==> src/rtl/branch_resolver_pkg.sv <==
// Shared constants for the branch resolver: op kinds, branch funct3 codes,
// default widths and the branch-condition helper.
package branch_resolver_pkg;

  localparam int unsigned XLEN_DEF       = 32;
  localparam int unsigned TAG_W_DEF      = 4;
  localparam int unsigned FIFO_DEPTH_DEF = 4;
  localparam int unsigned PC_W_DEF       = 17;

  // Control-flow op kind as issued by the RS
  typedef enum logic [1:0] {
    KIND_BRANCH = 2'd0,
    KIND_JAL    = 2'd1,
    KIND_JALR   = 2'd2,
    KIND_RSVD   = 2'd3
  } kind_e;

  localparam logic [2:0] F3_BEQ  = 3'b000;
  localparam logic [2:0] F3_BNE  = 3'b001;
  localparam logic [2:0] F3_BLT  = 3'b100;
  localparam logic [2:0] F3_BGE  = 3'b101;
  localparam logic [2:0] F3_BLTU = 3'b110;
  localparam logic [2:0] F3_BGEU = 3'b111;

  // Branch condition from precomputed compare results; undefined codes are not-taken
  function automatic logic branch_taken(input logic [2:0] funct3,
                                        input logic       eq,
                                        input logic       lt_s,
                                        input logic       lt_u);
    logic t;
    t = 1'b0;
    case (funct3)
      F3_BEQ:  t = eq;
      F3_BNE:  t = !eq;
      F3_BLT:  t = lt_s;
      F3_BGE:  t = !lt_s;
      F3_BLTU: t = lt_u;
      F3_BGEU: t = !lt_u;
      default: t = 1'b0;
    endcase
    return t;
  endfunction

endpackage

==> src/rtl/branch_resolver_fifo.sv <==
// resolver_fifo: synchronous FIFO of resolved results.
// Ports: clk, rst (async active-low), en (global freeze when low), clr (flush),
// push/din, pop/dout (head), count (occupancy). DEPTH must be a power of two.
module resolver_fifo #(
  parameter int unsigned DEPTH = 4,
  parameter int unsigned WIDTH = 8
) (
  input  logic                     clk,
  input  logic                     rst,
  input  logic                     en,
  input  logic                     clr,
  input  logic                     push,
  input  logic                     pop,
  input  logic [WIDTH-1:0]         din,
  output logic [WIDTH-1:0]         dout,
  output logic [$clog2(DEPTH):0]   count
);

  localparam int unsigned AW = $clog2(DEPTH);
  localparam int unsigned CW = AW + 1;

  logic [WIDTH-1:0] mem [DEPTH];
  logic [AW-1:0]    wr_ptr;
  logic [AW-1:0]    rd_ptr;

  // Pointer/count update; pointers wrap naturally at DEPTH
  always_ff @(posedge clk or negedge rst) begin
    if (!rst) begin
      wr_ptr <= '0;
      rd_ptr <= '0;
      count  <= '0;
    end else if (en) begin
      if (clr) begin
        wr_ptr <= '0;
        rd_ptr <= '0;
        count  <= '0;
      end else begin
        if (push) wr_ptr <= wr_ptr + AW'(1);
        if (pop)  rd_ptr <= rd_ptr + AW'(1);
        case ({push, pop})
          2'b10:   count <= count + CW'(1);
          2'b01:   count <= count - CW'(1);
          default: count <= count;
        endcase
      end
    end
  end

  // Storage write
  always_ff @(posedge clk) begin
    if (en && !clr && push) mem[wr_ptr] <= din;
  end

  assign dout = mem[rd_ptr];

endmodule

==> src/rtl/branch_resolver.sv <==
// branch_resolver: resolves branch/JAL/JALR ops from the RS, trains the
// predictor and queues results for CDB write-back.
// Ports: clk, rst (async active-low), rdy (freeze), clr (flush);
// in_* op from RS with in_valid/in_ready; train_* predictor training pulse;
// out_* FIFO head toward the ROB, popped by cdb_grant.
module branch_resolver
  import branch_resolver_pkg::*;
#(
  parameter int unsigned XLEN       = XLEN_DEF,
  parameter int unsigned TAG_W      = TAG_W_DEF,
  parameter int unsigned FIFO_DEPTH = FIFO_DEPTH_DEF,
  parameter int unsigned PC_W       = PC_W_DEF
) (
  input  logic             clk,
  input  logic             rst,
  input  logic             rdy,
  input  logic             clr,
  input  logic             in_valid,
  output logic             in_ready,
  input  logic [1:0]       in_kind,
  input  logic [2:0]       in_funct3,
  input  logic [XLEN-1:0]  in_rs1,
  input  logic [XLEN-1:0]  in_rs2,
  input  logic [XLEN-1:0]  in_imm,
  input  logic [XLEN-1:0]  in_pc,
  input  logic             in_pred_taken,
  input  logic [TAG_W-1:0] in_tag,
  output logic             train_ready,
  output logic             train_result,
  output logic [XLEN-1:0]  train_pc,
  output logic             out_valid,
  output logic [TAG_W-1:0] out_tag,
  output logic [XLEN-1:0]  out_value,
  output logic             out_mispredict,
  output logic [XLEN-1:0]  out_target,
  input  logic             cdb_grant
);

  localparam int unsigned ENT_W = TAG_W + 2 * XLEN + 1;
  localparam int unsigned CNT_W = $clog2(FIFO_DEPTH) + 1;
  localparam logic [XLEN-1:0] PC_MASK = XLEN'((64'd1 << PC_W) - 64'd1);

  // Stage register S1
  logic             s1_valid;
  kind_e            s1_kind;
  logic [2:0]       s1_funct3;
  logic [XLEN-1:0]  s1_rs1;
  logic [XLEN-1:0]  s1_rs2;
  logic [XLEN-1:0]  s1_imm;
  logic [XLEN-1:0]  s1_pc;
  logic             s1_pred;
  logic [TAG_W-1:0] s1_tag;

  logic [CNT_W-1:0] fifo_count;
  logic [CNT_W-1:0] occupancy;
  logic             accept;

  // S1 always holds a reserved FIFO slot, so it counts against capacity
  assign occupancy = fifo_count + CNT_W'(s1_valid);
  assign in_ready  = !clr && (occupancy < CNT_W'(FIFO_DEPTH));
  assign accept    = in_valid && in_ready && rdy;

  // S1 load; an occupied S1 always drains into the FIFO on the next rdy edge
  always_ff @(posedge clk or negedge rst) begin
    if (!rst) begin
      s1_valid  <= 1'b0;
      s1_kind   <= KIND_BRANCH;
      s1_funct3 <= '0;
      s1_rs1    <= '0;
      s1_rs2    <= '0;
      s1_imm    <= '0;
      s1_pc     <= '0;
      s1_pred   <= 1'b0;
      s1_tag    <= '0;
    end else if (rdy) begin
      if (clr) begin
        s1_valid <= 1'b0;
      end else begin
        s1_valid <= accept;
        if (accept) begin
          s1_kind   <= kind_e'(in_kind);
          s1_funct3 <= in_funct3;
          s1_rs1    <= in_rs1;
          s1_rs2    <= in_rs2;
          s1_imm    <= in_imm;
          s1_pc     <= in_pc;
          s1_pred   <= in_pred_taken;
          s1_tag    <= in_tag;
        end
      end
    end
  end

  // Resolution of the op held in S1
  logic            taken;
  logic            mispredict;
  logic [XLEN-1:0] raw_target;
  logic [XLEN-1:0] link_value;
  logic [XLEN-1:0] target;
  logic            cmp_eq;
  logic            cmp_lt_s;
  logic            cmp_lt_u;

  assign cmp_eq   = (s1_rs1 == s1_rs2);
  assign cmp_lt_s = ($signed(s1_rs1) < $signed(s1_rs2));
  assign cmp_lt_u = (s1_rs1 < s1_rs2);

  always_comb begin
    taken      = 1'b0;
    mispredict = 1'b0;
    raw_target = s1_pc + XLEN'(4);
    link_value = '0;
    case (s1_kind)
      KIND_BRANCH: begin
        taken      = branch_taken(s1_funct3, cmp_eq, cmp_lt_s, cmp_lt_u);
        raw_target = taken ? (s1_pc + s1_imm) : (s1_pc + XLEN'(4));
        mispredict = (taken != s1_pred);
      end
      KIND_JAL: begin
        taken      = 1'b1;
        raw_target = s1_pc + s1_imm;
        link_value = s1_pc + XLEN'(4);
        mispredict = !s1_pred;
      end
      KIND_JALR: begin
        taken      = 1'b1;
        raw_target = (s1_rs1 + s1_imm) & ~XLEN'(1);
        link_value = s1_pc + XLEN'(4);
        mispredict = 1'b1;
      end
      default: begin
        // Reserved kind behaves as a not-taken branch
        taken      = 1'b0;
        raw_target = s1_pc + XLEN'(4);
        mispredict = s1_pred;
      end
    endcase
  end

  assign target = raw_target & PC_MASK;

  // Training pulse: conditional branches only, suppressed while frozen or flushing
  assign train_ready  = s1_valid && (s1_kind == KIND_BRANCH) && rdy && !clr;
  assign train_result = train_ready && taken;
  assign train_pc     = train_ready ? s1_pc : '0;

  // Result queue
  logic [ENT_W-1:0] fifo_din;
  logic [ENT_W-1:0] fifo_dout;
  logic [TAG_W-1:0] head_tag;
  logic [XLEN-1:0]  head_value;
  logic             head_mis;
  logic [XLEN-1:0]  head_target;

  assign fifo_din = {s1_tag, link_value, mispredict, target};

  resolver_fifo #(
    .DEPTH (FIFO_DEPTH),
    .WIDTH (ENT_W)
  ) u_fifo (
    .clk   (clk),
    .rst   (rst),
    .en    (rdy),
    .clr   (clr),
    .push  (s1_valid),
    .pop   (out_valid && cdb_grant),
    .din   (fifo_din),
    .dout  (fifo_dout),
    .count (fifo_count)
  );

  assign {head_tag, head_value, head_mis, head_target} = fifo_dout;

  // Head presentation; zero when empty so stale storage never leaks out
  assign out_valid      = (fifo_count != '0);
  assign out_tag        = out_valid ? head_tag    : '0;
  assign out_value      = out_valid ? head_value  : '0;
  assign out_mispredict = out_valid && head_mis;
  assign out_target     = out_valid ? head_target : '0;

endmodule
==> config.mk <==
export PLATFORM = sky130hd
export DESIGN_NAME = branch_resolver
export DESIGN_NICKNAME = d
export VERILOG_FILES = /design/src/rtl/branch_resolver_pkg.sv /design/src/rtl/branch_resolver_fifo.sv /design/src/rtl/branch_resolver.sv
export SDC_FILE = /design/constraint.sdc
export NUM_CORES = 1
export LEC_CHECK = 0
export CORE_ASPECT_RATIO = 1.2
export CORE_MARGIN = 2
export CORE_UTILIZATION = 57
export DETAILED_ROUTE_END_ITERATION = 16
export PLACE_DENSITY = 0.82
export REMOVE_ABC_BUFFERS = 1
export SYNTH_ARGS = -nofsm -noshare
export SYNTH_HDL_FRONTEND = slang
export SYNTH_SLANG_ARGS = --single-unit
==> constraint.sdc <==
create_clock -name clk -period 5.1 [get_ports clk]
set_clock_uncertainty 0.1 [all_clocks]
set_input_delay 0.765 -clock clk [delete_from_list [all_inputs] [get_ports clk]]
set_output_delay 0.765 -clock clk [all_outputs]
set_load 0.05 [all_outputs]
* Word level (Yosys, flattened, before mapping)
Memories as Yosys holds them, arrays and structs flattened.
Index checks and enable logic that the tools add are counted.
** Word-level totals
- Register bits :: 131
- Output and inout bits :: 105
- Bits of input ports :: 144
- Memory bits (writable) :: 216
- Memories kept :: 1
- Word-level logic and storage cells :: 83
** Operators by class
- Muxes and demuxes :: 20
- Magnitude comparators :: 3
- $add $sub $neg :: 8
- Reduce and logical (&&, ||, !) cells :: 27
- Bitwise gates (word level) :: 1
- Equality and inequality tests :: 11
** Memory list
- u_fifo.mem :: words 4, width 54, rd ports 1, clocked after memory_dff 0, write ports 1, RTL line branch_resolver_fifo.sv:22 : logic [WIDTH-1:0] mem [DEPTH];
** Operator list (count)
- 32-bit two-way mux :: 4
- 32-bit less-than comparator :: 2
- 17-bit one-hot mux with 3 select lines :: 1
- 17-bit adder :: 2
- 32-bit by 3-bit adder with 32-bit output (second input constant) :: 1
- 32-bit equality test :: 1
- 17-bit two-way mux :: 1
- 3-bit equality test (second input constant) :: 4
- 1-bit logical AND :: 11
- 2-bit two-way mux :: 4
- 1-bit one-hot mux with 6 select lines :: 1
- 3-bit one-hot mux with 2 select lines :: 1
- 2-bit AND reduction :: 3
- 3-bit nonzero test :: 2
- 1-bit logical NOT :: 5
- 2-bit by 1-bit adder with 2-bit output (second input constant) :: 2
- 2-bit by 1-bit equality test with 1-bit output (second input constant) :: 2
- 2-bit equality test (second input constant) :: 2
- 1-bit two-way mux :: 4
- 4-bit two-way mux :: 1
- 2-bit nonzero test :: 2
- 3-bit by 1-bit adder with 3-bit output :: 1
- 3-bit by 1-bit adder with 3-bit output (second input constant) :: 1
- 3-bit by 1-bit equality test with 1-bit output (second input constant) :: 1
- other kinds (11) :: 11

* Depth between registers and ports, before layout
Gate-level depths: netlist of run 1.
- Depth in word-level cells :: 6
- Gate-level depth with buffers :: 10
- Mapped depth without buffers :: 9

* By module
A second synthesis of run 1 with hierarchy kept.
** Second synthesis, totals
- Cell total of the unflattened synthesis :: 1349
- Area, all modules :: 19259.7 um^2
** Modules (own cells, without submodules)
- resolver_fifo :: area an instance 10511.3 um^2, cells each 417, times used 1, seq. area each 8463.1 um^2
- branch_resolver :: area an instance 8748.4 um^2, cells each 932, times used 1, seq. area each 3103.0 um^2

* Worst setup path before layout of run 1
Ideal clock, no wire load.
- Kind :: in2out
- Start :: in clr
- End :: out train_pc[16]
- Path slack :: 1.735 ns
- Data required time :: 4.235 ns
- Arrival :: 2.500 ns
- Cell stages on the path :: 2
- Path buffers :: 1
- Cell sequence :: buf_1 -> nor4_1
** On the way
- Longest elaborated chain between the ends :: 3
** Ends and longest elaborated chain
- start: declaration :: RTL line branch_resolver.sv:17 : input logic clr,
- 1-bit logical NOT :: RTL line branch_resolver.sv:143 : assign train_ready = s1_valid && (s1_kind == KIND_BRANCH) && rdy && !clr;
- 1-bit logical AND :: RTL line branch_resolver.sv:143
- 32-bit two-way mux :: RTL line branch_resolver.sv:145 : assign train_pc = train_ready ? s1_pc : '0;
- end: declaration :: RTL line branch_resolver.sv:30 : output logic [XLEN-1:0] train_pc,
Every way passes these cells.

* Worst setup path after layout of run 1
- Start :: reg s1_rs1[27]
- End :: out train_result
** On the way
- Longest elaborated chain between the ends :: 6
- Elaborated cells on any way between the ends :: 10
- Those cells by class :: order compare (2); eq/ne (1); mux (3); reduce/logical (4)
** Ends and longest elaborated chain
- start: declaration :: RTL line branch_resolver.sv:47 : logic [XLEN-1:0] s1_rs1;
- start signal: assignment :: RTL line branch_resolver.sv:83 : s1_rs1 <= in_rs1;
- 32-bit less-than comparator, or another cell as far along :: RTL line branch_resolver.sv:106 : assign cmp_lt_u = (s1_rs1 < s1_rs2);
- 1-bit logical NOT, on equally long branches :: RTL line branch_resolver_pkg.sv:38, branch_resolver_pkg.sv:34, branch_resolver_pkg.sv:36
- 1-bit one-hot mux with 6 select lines (*) :: RTL line branch_resolver_pkg.sv:32 : case (funct3)
- 1-bit two-way mux (*) :: RTL line branch_resolver.sv:113 : case (s1_kind)
- 1-bit one-hot mux with 2 select lines (*) :: RTL line branch_resolver.sv:113
- 1-bit logical AND (*) :: RTL line branch_resolver.sv:144 : assign train_result = train_ready && taken;
- end: declaration :: RTL line branch_resolver.sv:29 : output logic train_result,
Every way passes the cells marked *; elsewhere a longest branch is shown, timed or not. The select of a mux whose other input is x is not followed.

==> results of run 1 <==
==> report_power, final <==
part	switching (mW)	total [mW]	leakage, nW	internal, mW
clock network	1.04	2.65	0.591	1.61
logic	3.60	6.09	3.53	2.49
registers	0.558	4.50	3.55	3.95
total	5.19	13.2	7.67	8.05
==> cells in the mapped netlist, drive strengths merged (4+ instances only) <==
cell type / number
edfxtp: 216
dfrtp: 131
and2: 102
nand2: 87
mux2: 84
ha: 72
o21ai: 65
mux4: 54
inv: 53
a21oi: 42
clkbuf: 41
xnor2: 29
buf: 27
nor2: 24
nand3: 22
xor2: 20
nor2b: 17
o221ai: 15
nand4: 14
a21o: 11
or3: 10
and3: 9
nor3: 9
a31oi: 7
a21boi: 6
nor4: 6
o2bb2ai: 6
nand2b: 5
o211ai: 5
a211oi: 4
a31o: 4
and4: 4
o21bai: 4
==> critical path, cell delays in order (launching register included) <==
cell and delay (ps):
dfrtp_1 390, ha_1 330, nand4_1 230, or4_4 620, or3_1 370, a21oi_2 220, nand2_2 140, nand2_1 130
o211a_1 160, clkdlybuf4s50_1 800
==> worst paths after layout <==
check                                    end  slack, ps
min in group clk                  s1_rs1[22]        420
setup / recovery                train_result        330
setup reg to reg           u_fifo.mem[2][17]       1430
max in group asynchronous          s1_rs2[1]       3710
hold reg to reg                   s1_rs1[22]        420
hold / removal                     s1_pc[29]         80
==> cells by family after synthesis <==
family / count (synthesis) / share of synthesized area (%)
flip-flops: 347 / 57.8
AND/OR/NAND/NOR: 317 / 10.1
AO/OA/AOI/OAI: 198 / 7.75
multiplexers: 141 / 13.0
buffers and inverters: 122 / 3.15
adder cells (fa/ha/maj): 75 / 5.69
XOR/XNOR: 49 / 2.54
other: 1 / 0.0222
==> flip-flops by register name (all words and copies together) (netlist names) <==
name,count
u_fifo.mem,216
s1_pc,32
s1_rs1,32
s1_rs2,32
s1_imm,17
s1_tag,4
s1_funct3,3
u_fifo.count,3
s1_kind,2
u_fifo.rd_ptr,2
u_fifo.wr_ptr,2
s1_pred,1
s1_valid,1
==> layer usage <==
| metal | up-vias | routed length [um] |
|---|---|---|
| met1 | 5413 | 14600 |
| met2 | 421 | 20000 |
| met4 | 0 | 927 |
| li1 | 5062 | - |
| met3 | 69 | 2500 |
| met5 | - | 0 |
==> stage by stage <==
step / utilization, % / setup TNS, ps
after floorplan: - / -33750
after global routing: 70.5 / 0
after detailed placement: 66.4 / 0
after CTS: 70.5 / 0
after global placement: 66.4 / 0
final: 70.5 / 0
==> area by class of cell <==
cell class              count  area (um^2)
flip-flops and latches    347         9770
fillers                  1984         8670
multi-input cells         795         6660
repair buffers            236         2360
clock buffers              53         1030
well taps                 390          488
inverters                  54          203
clock inverters            11          170
==> results.env, run 1 <==
POWER-PER-CELL-AREA_mW_PER_MM2=640
POSTSYNTH.ASYNCRESETSHARE_PCT=37.8
VIA_PER_INST=5.81
MAX-CLOCK-PATH-BUFFERS=3
TIMING.CRITICAL_PATH.FANOUT_MAX=5
STDCELL_AREA_MM2=0.0207
USE_MET3_PCT=4.43
PLACED_AREA_MM2=0.0195
FIN_NETS=1689
GRT_BUSIEST_LAYER='met2'
TOP_LEVEL_PORTS=249
FMAXACHIEVABLE_MHz=210
POST_CTS.RESIZED_INSTANCES=0
VIA_COUNT_OF_THE_FIRST_GLOBAL_ROUTING_PASS=11143
FINALSETUPVIOLCOUNT=0
FLOORPLAN.CORE_AREA_MM2=0.0294
FF2FF_PATH_DEPTH=8
CTSHOLDBUFFERS=0
POST-SYNTH-TOP-AREA-CELL='edfxtp_1'
FINAL_HOLD_VIOL_COUNT=0
DIE-WIDTH_UM=161
CLOCK_INSERTION_DELAY_WORST_SKEW_PS=520
CTS.SINKS=347
TIMING.CRITICAL_PATH.FROM='s1_rs1[27]'
CTS_MAX_LEVEL=2
RUN_STATUS='complete, no violations'
MAX-SLEW-MARGIN-REL_PCT=35.8
POSTSYNTH.TOPFLOPCELL='edfxtp_1'
GRT-OVFL-TOTAL=0
P_LEAK_nW=7.67
REQUIRED_PS=4240
WORST_SETUP_PATH_END_KIND='primary output'
CLOCKROOTBUFFER='clkbuf_16'
PLACE.DETAILED.HPWL_UM=26200
PORT_BUFFERS=218
MET1_USAGE_PCT=30.0
POST_SYNTH_INSTANCE_AREA_MM2=0.0169
TIMING.RR.START='s1_rs1[14]'
LAYOUT_COMMON_CELLS='217 x clkdlybuf4s50_1, 216 x edfxtp_1, 129 x dfrtp_1'
START_KIND='flop'
DRTITER0DRC=647
LAYOUT-DRIVE-GT1-SHARE_PCT=15.4
PLACEMENTROWS=69
TRITONCTS='yes'
POST-CTS-SETUP-BUFFER-COUNT=0
CRITPATHARRIVALTIME_PS=3910
SYN_AVG_CELL_AREA_UM2=13.5
PLACE.GP.CONGESTION=0.911
LAYOUT_WORST_PATH_CYCLE_SHARE_PCT=93.6
SYNTHTOPCELLSBYAREA='edfxtp_1 38%, dfrtp_1 19%, mux4_2 7.2%'
INSTANCES_NO_FILL=1886
SYNTHDISTINCTLIBCELLS=70
DIE-AREA_MM2=0.0310
CLOCK_INPUT_TRANSITION_AT_THE_SEQUENTIAL_CELLS_OF_THE_WORST_SETUP_AND_HOLD_PATHS_PS=60
POST_SYNTH_EDFFS=216
TRACK_USAGE_PCT=24.8
WORST_IR_DROP_VDD_V=0.000336
LAYOUT.CELLS.MOST_COMMON='clkdlybuf4s50_1'
DR_PASS1_ITERATIONS=6
HOLD_PATH.CLASS='in2async'
NUMCTSBUFFERS=36
PLACE.DETAILED.INSTANCES=1822
VIAS=10965
MAXIMUM_NUMBER_OF_PINS_ON_ONE_NET_BEFORE_GLOBAL_ROUTE_REPAIR=68
AVGROUTEDWIREPERCELL_UM=20.2
RSZ0062_AT_GRT='false'
AREAGROWTHSYNTHTOFINISH_PCT=22.5
PERIOD_NEEDED_PS=4770
WORST_SLEW_PIN_SLEW_PS=952
DIE-HEIGHT_UM=193
MAXSLEWVIOLCOUNT=0
WL_UM=38100
LAYOUT_SETUP_WS_PS=327
MAXCAPVIOLCOUNT=0
WIRE_LENGTH_OF_THE_FIRST_GLOBAL_ROUTING_PASS_UM=59500
ANT_NETS=0
YS_FF_LATCH=347
POSTSYNTHCELLCOUNT=1250
ANTENNA-DIODE-COUNT=0
GRT_ANTENNA_BEFORE_REPAIR=0
CRITICAL_PATH_CLASS='reg2out'
DRT_DRC_VIOLATIONS_LEFT=0
PLACE_WORST_SETUP_SLACK_PS=876
SYNTH.YOSYS.WARNINGS=0
HOLD-WORST-SLACK_PS=78.2
INITIAL_CORE_UTIL_PCT=57.5
POWER.TOTAL_mW=13.2
SEQ_AREA_FRAC_SYNTH_PCT=57.8
GR-USAGE-MET2_PCT=45.4
YOSYS_TOP_CELL_AREA_SHARE_PCT=38.4
(Power assumes the default switching activity.)
==> run 2: changes to the inputs <==
--- a/config.mk
+++ b/config.mk
@@ -7,9 +7,9 @@
 export LEC_CHECK = 0
 export CORE_ASPECT_RATIO = 1.2
 export CORE_MARGIN = 2
-export CORE_UTILIZATION = 57
+export CORE_UTILIZATION = 55
 export DETAILED_ROUTE_END_ITERATION = 16
-export PLACE_DENSITY = 0.82
+export PLACE_DENSITY = 0.8
 export REMOVE_ABC_BUFFERS = 1
 export SYNTH_ARGS = -nofsm -noshare
 export SYNTH_HDL_FRONTEND = slang
==> run 2 against run 1 <==
  * Utilization is 2.5 points lower
  * Via count is 0.51% lower
  * Sequential cell count stayed put
  * Critical endpoint unchanged
  * Largest power group unchanged
  * Largest cell class unchanged
  * Clock power is 4% lower
  * Total power is 0.83% lower
  * Sequential share of layout area is 0.077 points higher
  * Combinational power hardly changed
==> results.env, run 2 (same netlist as run 1, synthesis figures left out) <==
RUN_STATUS='complete, no violations'
LARGEST_REGISTER='u_fifo.mem'
PERIOD_NEEDED_PS=4750
LAYOUT-DRIVE-GT1-SHARE_PCT=15.4
P_LEAK_nW=7.63
INITIAL_CORE_UTIL_PCT=55.6
PORT_BUFFERS=218
AVGROUTEDWIREPERCELL_UM=19.9
FILLCELLCOUNT=2107
CLOCK_INSERTION_DELAY_WORST_SKEW_PS=520
FINALSETUPVIOLCOUNT=0
MAX-CLOCK-PATH-BUFFERS=3
FLOORPLAN.CORE_AREA_MM2=0.0304
GRT-OVFL-TOTAL=0
START_KIND='flop'
PLACEMENTROWS=70
POST_CTS.RESIZED_INSTANCES=0
TRITONCTS='yes'
PLACE.GP.CONGESTION=0.929
DIE-WIDTH_UM=164
INSTANCES_NO_FILL=1891
HOLD_PATH.CLASS='in2async'
GRT_ANTENNA_BEFORE_REPAIR=1
DRTITER0DRC=594
MAXIMUM_NUMBER_OF_PINS_ON_ONE_NET_BEFORE_GLOBAL_ROUTE_REPAIR=96
VIA_PER_INST=5.77
FMAXACHIEVABLE_MHz=210
DR_PASS1_ITERATIONS=4
PLACE.DETAILED.HPWL_UM=25500
WORST_SETUP_PATH_END_KIND='primary output'
CRITICAL_PATH_CLASS='reg2out'
CTS.SINKS=347
MULTIINPUTGATEAREA_MM2=0.00666
CTSHOLDBUFFERS=0
PLACE.DETAILED.INSTANCES=1826
LAYOUT_WORST_PATH_CYCLE_SHARE_PCT=93.2
LAYOUT.CELLS.MOST_COMMON='clkdlybuf4s50_1'
VIA_COUNT_OF_THE_FIRST_GLOBAL_ROUTING_PASS=11076
FINAL_HOLD_VIOL_COUNT=0
POST-CTS-SETUP-BUFFER-COUNT=0
ANT_NETS=0
WORST_IR_DROP_VDD_V=0.000401
ANTENNA-DIODE-COUNT=0
FIN_NETS=1687
MAXSLEWVIOLCOUNT=0
CLOCKROOTBUFFER='clkbuf_16'
DIE-HEIGHT_UM=196
WIRE_LENGTH_OF_THE_FIRST_GLOBAL_ROUTING_PASS_UM=59400
POWER-PER-CELL-AREA_mW_PER_MM2=636
DIE-AREA_MM2=0.0321
HOLD-WORST-SLACK_PS=257
RSZ0062_AT_GRT='false'
WORST_SLEW_PIN_SLEW_PS=949
CTS_MAX_LEVEL=2
CRITPATHARRIVALTIME_PS=3890
TIMING.CRITICAL_PATH.FANOUT_MAX=5
CLOCK_INPUT_TRANSITION_AT_THE_SEQUENTIAL_CELLS_OF_THE_WORST_SETUP_AND_HOLD_PATHS_PS=60
VIAS=10909
MAXCAPVIOLCOUNT=0
TRACK_USAGE_PCT=24.0
MAX-SLEW-MARGIN-REL_PCT=36.7
NUMCTSBUFFERS=36
DRT_DRC_VIOLATIONS_LEFT=0
SEQ_AREA_MM2=0.00977
WL_UM=37700
POST-ROUTE-UTIL_PCT=67.9
REQUIRED_PS=4240
LARGEST_REGISTER_FFS=216
LAYOUT_COMMON_CELLS='217 x clkdlybuf4s50_1, 216 x edfxtp_1, 129 x dfrtp_1'
TOP_LEVEL_PORTS=249
AREAGROWTHSYNTHTOFINISH_PCT=22.3
POWER.TOTAL_mW=13.1
-- run 2: final timing paths --
| path | from | to | slack, ps | cells after the start |
|---|---|---|---|---|
| min in group clk | s1_rs1[23] | s1_rs1[23] | 410 | 1 |
| max reg2reg | s1_rs1[27] | u_fifo.mem[0][5] | 1540 | 8 |
| min reg2reg | s1_rs1[23] | s1_rs1[23] | 410 | 1 |
| min | rst | s1_rs2[27] | 260 | 1 |
| max | s1_rs1[27] | train_result | 350 | 9 |
| max in group asynchronous | rst | s1_tag[1] | 3560 | 2 |
-- run 2: cell type report --
cell class	count	share of cell area (%)
clock buffers	49	4.84
clock inverters	16	0.739
inverters	54	0.982
multi-input cells	795	32.3
flip-flops and latches	347	47.3
well taps	396	2.40
repair buffers	234	11.5
-- run 2: report_power, final --
| group | switching [mW] | internal (mW) |
|---|---|---|
| clock network | 1.06 | 1.48 |
| logic | 3.58 | 2.50 |
| registers | 0.570 | 3.94 |
-- run 2: metrics by stage --
stage          worst slack [ps]  TNS [ps]  cell area [um^2]
3_5_place_dp                890         0             19500
5_1_grt                     221         0             20600
4_1_cts                     337         0             20600
3_3_place_gp                921         0             19500
2_1_floorplan              -325    -33750             16600
6_report                    347         0             20600
-- run 2: layer usage --
layer / share of wire, % / routed length (um) / vias to the layer above / track usage [%]
met3: 7.5 / 2810 / 60 / 5.39
met2: 51 / 19100 / 390 / 40.9
met4: 2.8 / 1070 / 2 / 7.86
li1: - / - / 5074 / -
met5: 0.029 / 11 / - / 0
met1: 39 / 14700 / 5383 / 30.4
-- run 2: critical path: stages, from the launching register on --
cell and delay [ps]:
dfrtp_1 390, ha_1 320, nand4_1 230, or4_4 620, or3_1 370, a21oi_2 210
nand2_2 140, nand2_1 120, o211a_1 160, clkdlybuf4s50_1 810
